File: src/rtl/data_memory_arbiter.sv
// Two-port round-robin arbiter with bounded bursts in front of the single-port Data_Memory.
// Define ARB_FIXED_PRIORITY_EN to make port 0 always win contention.
module data_memory_arbiter #(
  parameter int unsigned ADDR_WIDTH = 32,
  parameter int unsigned DATA_WIDTH = 32,
  parameter int unsigned MAX_BURST  = 4
) (
  input  logic                    clk,
  input  logic                    reset,
  input  logic [1:0]              req_i,
  input  logic [1:0]              we_i,
  input  logic [2*ADDR_WIDTH-1:0] addr_i,
  input  logic [2*DATA_WIDTH-1:0] wdata_i,
  output logic [1:0]              gnt_o,
  output logic [1:0]              rvalid_o,
  output logic [DATA_WIDTH-1:0]   rdata_o,
  output logic                    mem_write_o,
  output logic                    mem_read_o,
  output logic [ADDR_WIDTH-1:0]   mem_addr_o,
  output logic [DATA_WIDTH-1:0]   mem_wdata_o,
  input  logic [DATA_WIDTH-1:0]   mem_rdata_i
);

  localparam int unsigned CntW = $clog2(MAX_BURST + 1);
  localparam logic [CntW-1:0] MaxCnt = CntW'(MAX_BURST);
  localparam logic [CntW-1:0] OneCnt = CntW'(1);

  typedef enum logic [1:0] {StIdle, StOwn0, StOwn1} state_e;

  state_e          state_q, state_d;
  logic [CntW-1:0] burst_cnt_q, burst_cnt_d;
  logic            last_q, last_d;
  logic [1:0]      rvalid_q;
  logic [DATA_WIDTH-1:0] rdata_q;
  logic [1:0]      rd_gnt;

  // Grant is forced low while reset is held so nothing reaches the memory.
  always_comb begin
    gnt_o = 2'b00;
    if (reset) begin
`ifdef ARB_FIXED_PRIORITY_EN
      if (req_i[0])      gnt_o = 2'b01;
      else if (req_i[1]) gnt_o = 2'b10;
`else
      unique case (state_q)
        StIdle: begin
          if (req_i == 2'b11) gnt_o = last_q ? 2'b01 : 2'b10;
          else                gnt_o = req_i;
        end
        StOwn0: begin
          if (req_i[0]) gnt_o = (req_i[1] && burst_cnt_q == MaxCnt) ? 2'b10 : 2'b01;
          else          gnt_o = {req_i[1], 1'b0};
        end
        StOwn1: begin
          if (req_i[1]) gnt_o = (req_i[0] && burst_cnt_q == MaxCnt) ? 2'b01 : 2'b10;
          else          gnt_o = {1'b0, req_i[0]};
        end
        default: gnt_o = 2'b00;
      endcase
`endif
    end
  end

  // Counter keeps climbing only while the same owner is re-granted.
  always_comb begin
    state_d     = StIdle;
    burst_cnt_d = '0;
    last_d      = last_q;
    if (gnt_o[0]) begin
      state_d     = StOwn0;
      last_d      = 1'b0;
      burst_cnt_d = (state_q != StOwn0) ? OneCnt :
                    (burst_cnt_q == MaxCnt) ? MaxCnt : burst_cnt_q + OneCnt;
    end else if (gnt_o[1]) begin
      state_d     = StOwn1;
      last_d      = 1'b1;
      burst_cnt_d = (state_q != StOwn1) ? OneCnt :
                    (burst_cnt_q == MaxCnt) ? MaxCnt : burst_cnt_q + OneCnt;
    end
  end

  assign rd_gnt = gnt_o & ~we_i;

  always_comb begin
    mem_write_o = |(gnt_o & we_i);
    mem_read_o  = |rd_gnt;
    mem_addr_o  = '0;
    mem_wdata_o = '0;
    if (gnt_o[1]) begin
      mem_addr_o  = addr_i[ADDR_WIDTH +: ADDR_WIDTH];
      mem_wdata_o = wdata_i[DATA_WIDTH +: DATA_WIDTH];
    end else if (gnt_o[0]) begin
      mem_addr_o  = addr_i[0 +: ADDR_WIDTH];
      mem_wdata_o = wdata_i[0 +: DATA_WIDTH];
    end
  end

  always_ff @(posedge clk or negedge reset) begin
    if (!reset) begin
      state_q     <= StIdle;
      burst_cnt_q <= '0;
      last_q      <= 1'b1;
      rvalid_q    <= 2'b00;
      rdata_q     <= '0;
    end else begin
      state_q     <= state_d;
      burst_cnt_q <= burst_cnt_d;
      last_q      <= last_d;
      rvalid_q    <= rd_gnt;
      if (|rd_gnt) rdata_q <= mem_rdata_i;
    end
  end

  assign rvalid_o = rvalid_q;
  assign rdata_o  = rdata_q;

endmodule

File: config.mk
export PLATFORM = sky130hd
export DESIGN_NAME = data_memory_arbiter
export DESIGN_NICKNAME = d
export VERILOG_FILES = /design/src/rtl/data_memory_arbiter.sv
export SDC_FILE = /design/constraint.sdc
export NUM_CORES = 1
export LEC_CHECK = 0
export ABC_AREA = 1
export CORE_AREA = 2 2 103 105
export CTS_BUF_LIST = sky130_fd_sc_hd__clkbuf_16
export DETAILED_ROUTE_END_ITERATION = 7
export DIE_AREA = 0 0 105 107
export GPL_ROUTABILITY_DRIVEN = 0
export PLACE_DENSITY_LB_ADDON = 0.2
export SLEW_MARGIN = 20
export SYNTH_ARGS = -nofsm -noshare
export SYNTH_HDL_FRONTEND = slang
export SYNTH_SLANG_ARGS = --single-unit
File: constraint.sdc
create_clock -name clk -period 2.7 [get_ports clk]
set_input_delay 0.675 -clock clk [delete_from_list [all_inputs] [get_ports clk]]
set_output_delay 0.675 -clock clk [all_outputs]
set_load 0.02 [all_outputs]
==> key figures <==
Timing
  • Portion of the clock cycle consumed by the worst path in the final layout: 97.57%
  • Count of pins over their slew limit: 0
  • Transition time at the pin with the least slew margin: around 440 ps
  • Final critical path time including I/O delays and setup: 2634 ps
  • Total negative slack: 0 ps
  • Fmax achieved: 379.6 MHz
  • Final hold vios: 0
  • Relative max-transition margin: 70.71%
  • Endpoints failing setup: 0
  • Largest clock skew in the final design: just over 6 ps

Worst setup path
  • Critical Path RT: between 2000 and 2500 ps
  • Critical path origin: req_i[0]
  • R2R Path Start: burst_cnt_q[1]
  • Signal arrival time at the worst endpoint: slightly below 2000 ps
  • Critical path startpoint category: input port
  • Maximum fanout along the worst path: 6
  • Worst Setup Path Type: input port to output port
  • Setup crit end kind: output port

Cells and area
  • Signed area change from the synthesized netlist to the final layout: 118.3%
  • Area of combinational cells with multiple inputs: roughly 1400 um2
  • Final net count: about 850
  • Fraction of final layout cells with drive strength greater than 1: ~18%
  • Non-filler cells in the finished layout: 823
  • Antenna cells: 0
  • Number of fill cells in the layout: 985
  • Combined flip-flop and latch cell area: about 1000 um2
  • Fraction of the core area covered by cells at the end of the flow: 55.23%
  • Post-route design area: 5574 um2

Placed design
  • Count of buffers from port buffering: between 200 and 300
  • Detailed placer's ending HPWL: 9.444 mm
  • Cell Area, Placed: ~5400 um2
  • Placed cell count: 806

Power
  • PnR Total Power: 0.004289 W
  • Peak VDD IR: 515.6 uV
  • Leak Pwr: 2.902 nW
  • Total power per unit cell area: 769.5 nW/um2

Floorplanning
  • Overall die height: 107 um
  • Die area: 11240 um2
  • Area of the placeable core: 10090 um2
  • Starting density of the core: approximately 25%
  • Die Span X: ~110 um
  • Std-Cell Rows: 37
  • Top-level port count: 268

Detailed routing
  • Remaining design rule violation count: 0
  • First-pass iteration count of the detailed router: 4
  • Antenna Violating Nets Remaining: 0
  • Final wirelength: 12.70 mm
  • DR iter-0 viols: 234
  • Vias per cell: 4.392
  • Average wire per cell in the routed design: between 15 and 20 um
  • Overall via count from detail_route: 3615

GRT
  • Pin count of the biggest net entering global routing: 35
  • Wire length of the first global-routing pass: roughly 19 mm
  • Number of global-route vias before repair: 3419
  • GRT overflow: 0
  • Number of antenna violations at the first check in global routing: 0
  • Overall global routing resource usage: 21.31%

Outcome
  • Status: completed

Yosys
  • Post-Syn Nets: roughly 580
  • Mapped Cells: 409
  • Top cell types by occurrence after synthesis: nand2_1, nand3_1, dfrtp_1, inv_1, buf_2
  • Post-synthesis register bit count: 40
  • Flip-flop cell with the highest count after synthesis: dfrtp_1
  • Netlist area before placement: 2554 um2
  • Dominant cell type by area after synthesis: nand2_1
  • Count of cell types in the netlist: 19
  • Mean instance size in the synthesized netlist: 6.244 um2
  • Post-synth EDFFs: 0
  • Async SR Flop Fraction: 100.0%
  • Post-synth top area share: between 30% and 40%
  • Yosys warnings: 0
  • Cell types with the largest area share after synthesis: nand2_1, dfrtp_1, nand3_1
  • Fraction of the yosys area taken by sequential cells: 39.25%
  • Count leader, synth: nand2_1

Clock tree
  • CTS tree: built
  • Hold-fix buffers, CTS: 0
  • Longest Clk Path Bufs: 2
  • Number of CTS-inserted buffers: 5
  • Clock transition time at the flip-flop clock pins of the worst setup and hold paths: around 60 ps
  • Clock tree root driver cell: clkbuf_16
  • Insertion delay to the later sink of the worst-skew pair: 290 ps
  • Clock sinks: 40
  • Number of H-tree branching levels: 2

Flow run
  • Number of max-cap violations: 0

Hold path
  • Worst hold-check path type: input port to async pin
==> metal layers <==
metal | global-route usage (%) | part of all wire [%] | vias to the layer above
li1 | - | - | 1805
met1 | 25.14 | 40 | 1632
met2 | 37.89 | 50 | 162
met3 | 6.565 | 8.2 | 16
met4 | 4.952 | 1.4 | 0
met5 | 0 | 0 | -
==> sequential cells by signal, indices dropped and copies added (netlist names) <==
name / count
rdata_o: 32
burst_cnt_q: 3
last_q: 1
rvalid_o: 2
state_q: 2
==> through the flow <==
step	hold WS, ps	setup slack [ps]
after global routing	370.9	-13.46
after global placement	491.4	-769.6
final	370.5	65.58
after floorplan	379.4	437.8
after detailed placement	496.0	-802.9
after CTS	361.8	-7.495
==> final timing paths <==
check	endpoint	slack, ps	cells after the start
worst min register to register	rdata_o[19]	510	2
worst max register to register	rdata_o[14]	940	12
worst min-delay path	last_q	370	1
worst max-delay path	mem_addr_o[13]	70	12
max in group asynchronous	rdata_o[14]	1680	3
min in group clk	rdata_o[19]	510	2
==> critical path, cell delays in order <==
cell	delay, ps
buf_2	150
nor2_2	140
nor2_1	60
nand2_1	90
nand3_2	80
nand2_2	100
clkinv_4	130
buf_12	160
buf_4	130
nand2_1	50
nand2_1	40
buf_4	150
==> placed cells by master, fill, tap and decap left out, types with 3 or more instances in the layout <==
cell type | netlist | layout
nand3_1 | 44 | 39
inv_1 | 11 | 9
nand2_2 | 1 | 3
inv_2 | 3 | 3
buf_16 | 0 | 3
o21ai_0 | 5 | 5
dlygate4sd2_1 | 0 | 3
buf_2 | 9 | 56
dfrtp_1 | 39 | 39
nand3_2 | 2 | 7
buf_4 | 4 | 27
nor2_2 | 2 | 3
buf_12 | 0 | 4
nor2_1 | 4 | 3
nand2_1 | 269 | 267
clkbuf_16 | 0 | 8
bufinv_16 | 0 | 3
clkdlybuf4s50_1 | 0 | 196
==> power breakdown <==
part | leakage [nW] | switching (W) | internal, W | total [W]
combinational | 2.30 | 0.00127 | 0.00114 | 0.00242
sequential | 0.501 | 0.000146 | 0.000852 | 0.000998
clock | 0.104 | 0.000252 | 0.000623 | 0.000875
==> cells by family (layout without fill, tap and decap cells) <==
family                     count (synthesis)  in the layout  share of synthesized area, %
buffers and inverters                     38            316                         8.084
DFF                                       40             40                         39.25
adders and majority gates                  2              2                        0.9798
AOI/OAI and AO/OA                          7              7                         1.421
and+or+nand+nor                          322            322                         50.27
==> final cells by class <==
class	count	share of cell area (%)
clock buffer	5	2.245
clock inverter	3	1.616
inverter	14	1.167
multi-input combinational	331	24.94
sequential	40	17.98
tap	136	3.053
timing repair buffer	294	49.00
==> timing repair <==
action                     CTS  global route
setup endpoints to repair   68            67
resized for setup          292            20
setup buffers                1             2
cloned                       3             3
pin swaps                    0             3
(Power assumes the default switching activity.)
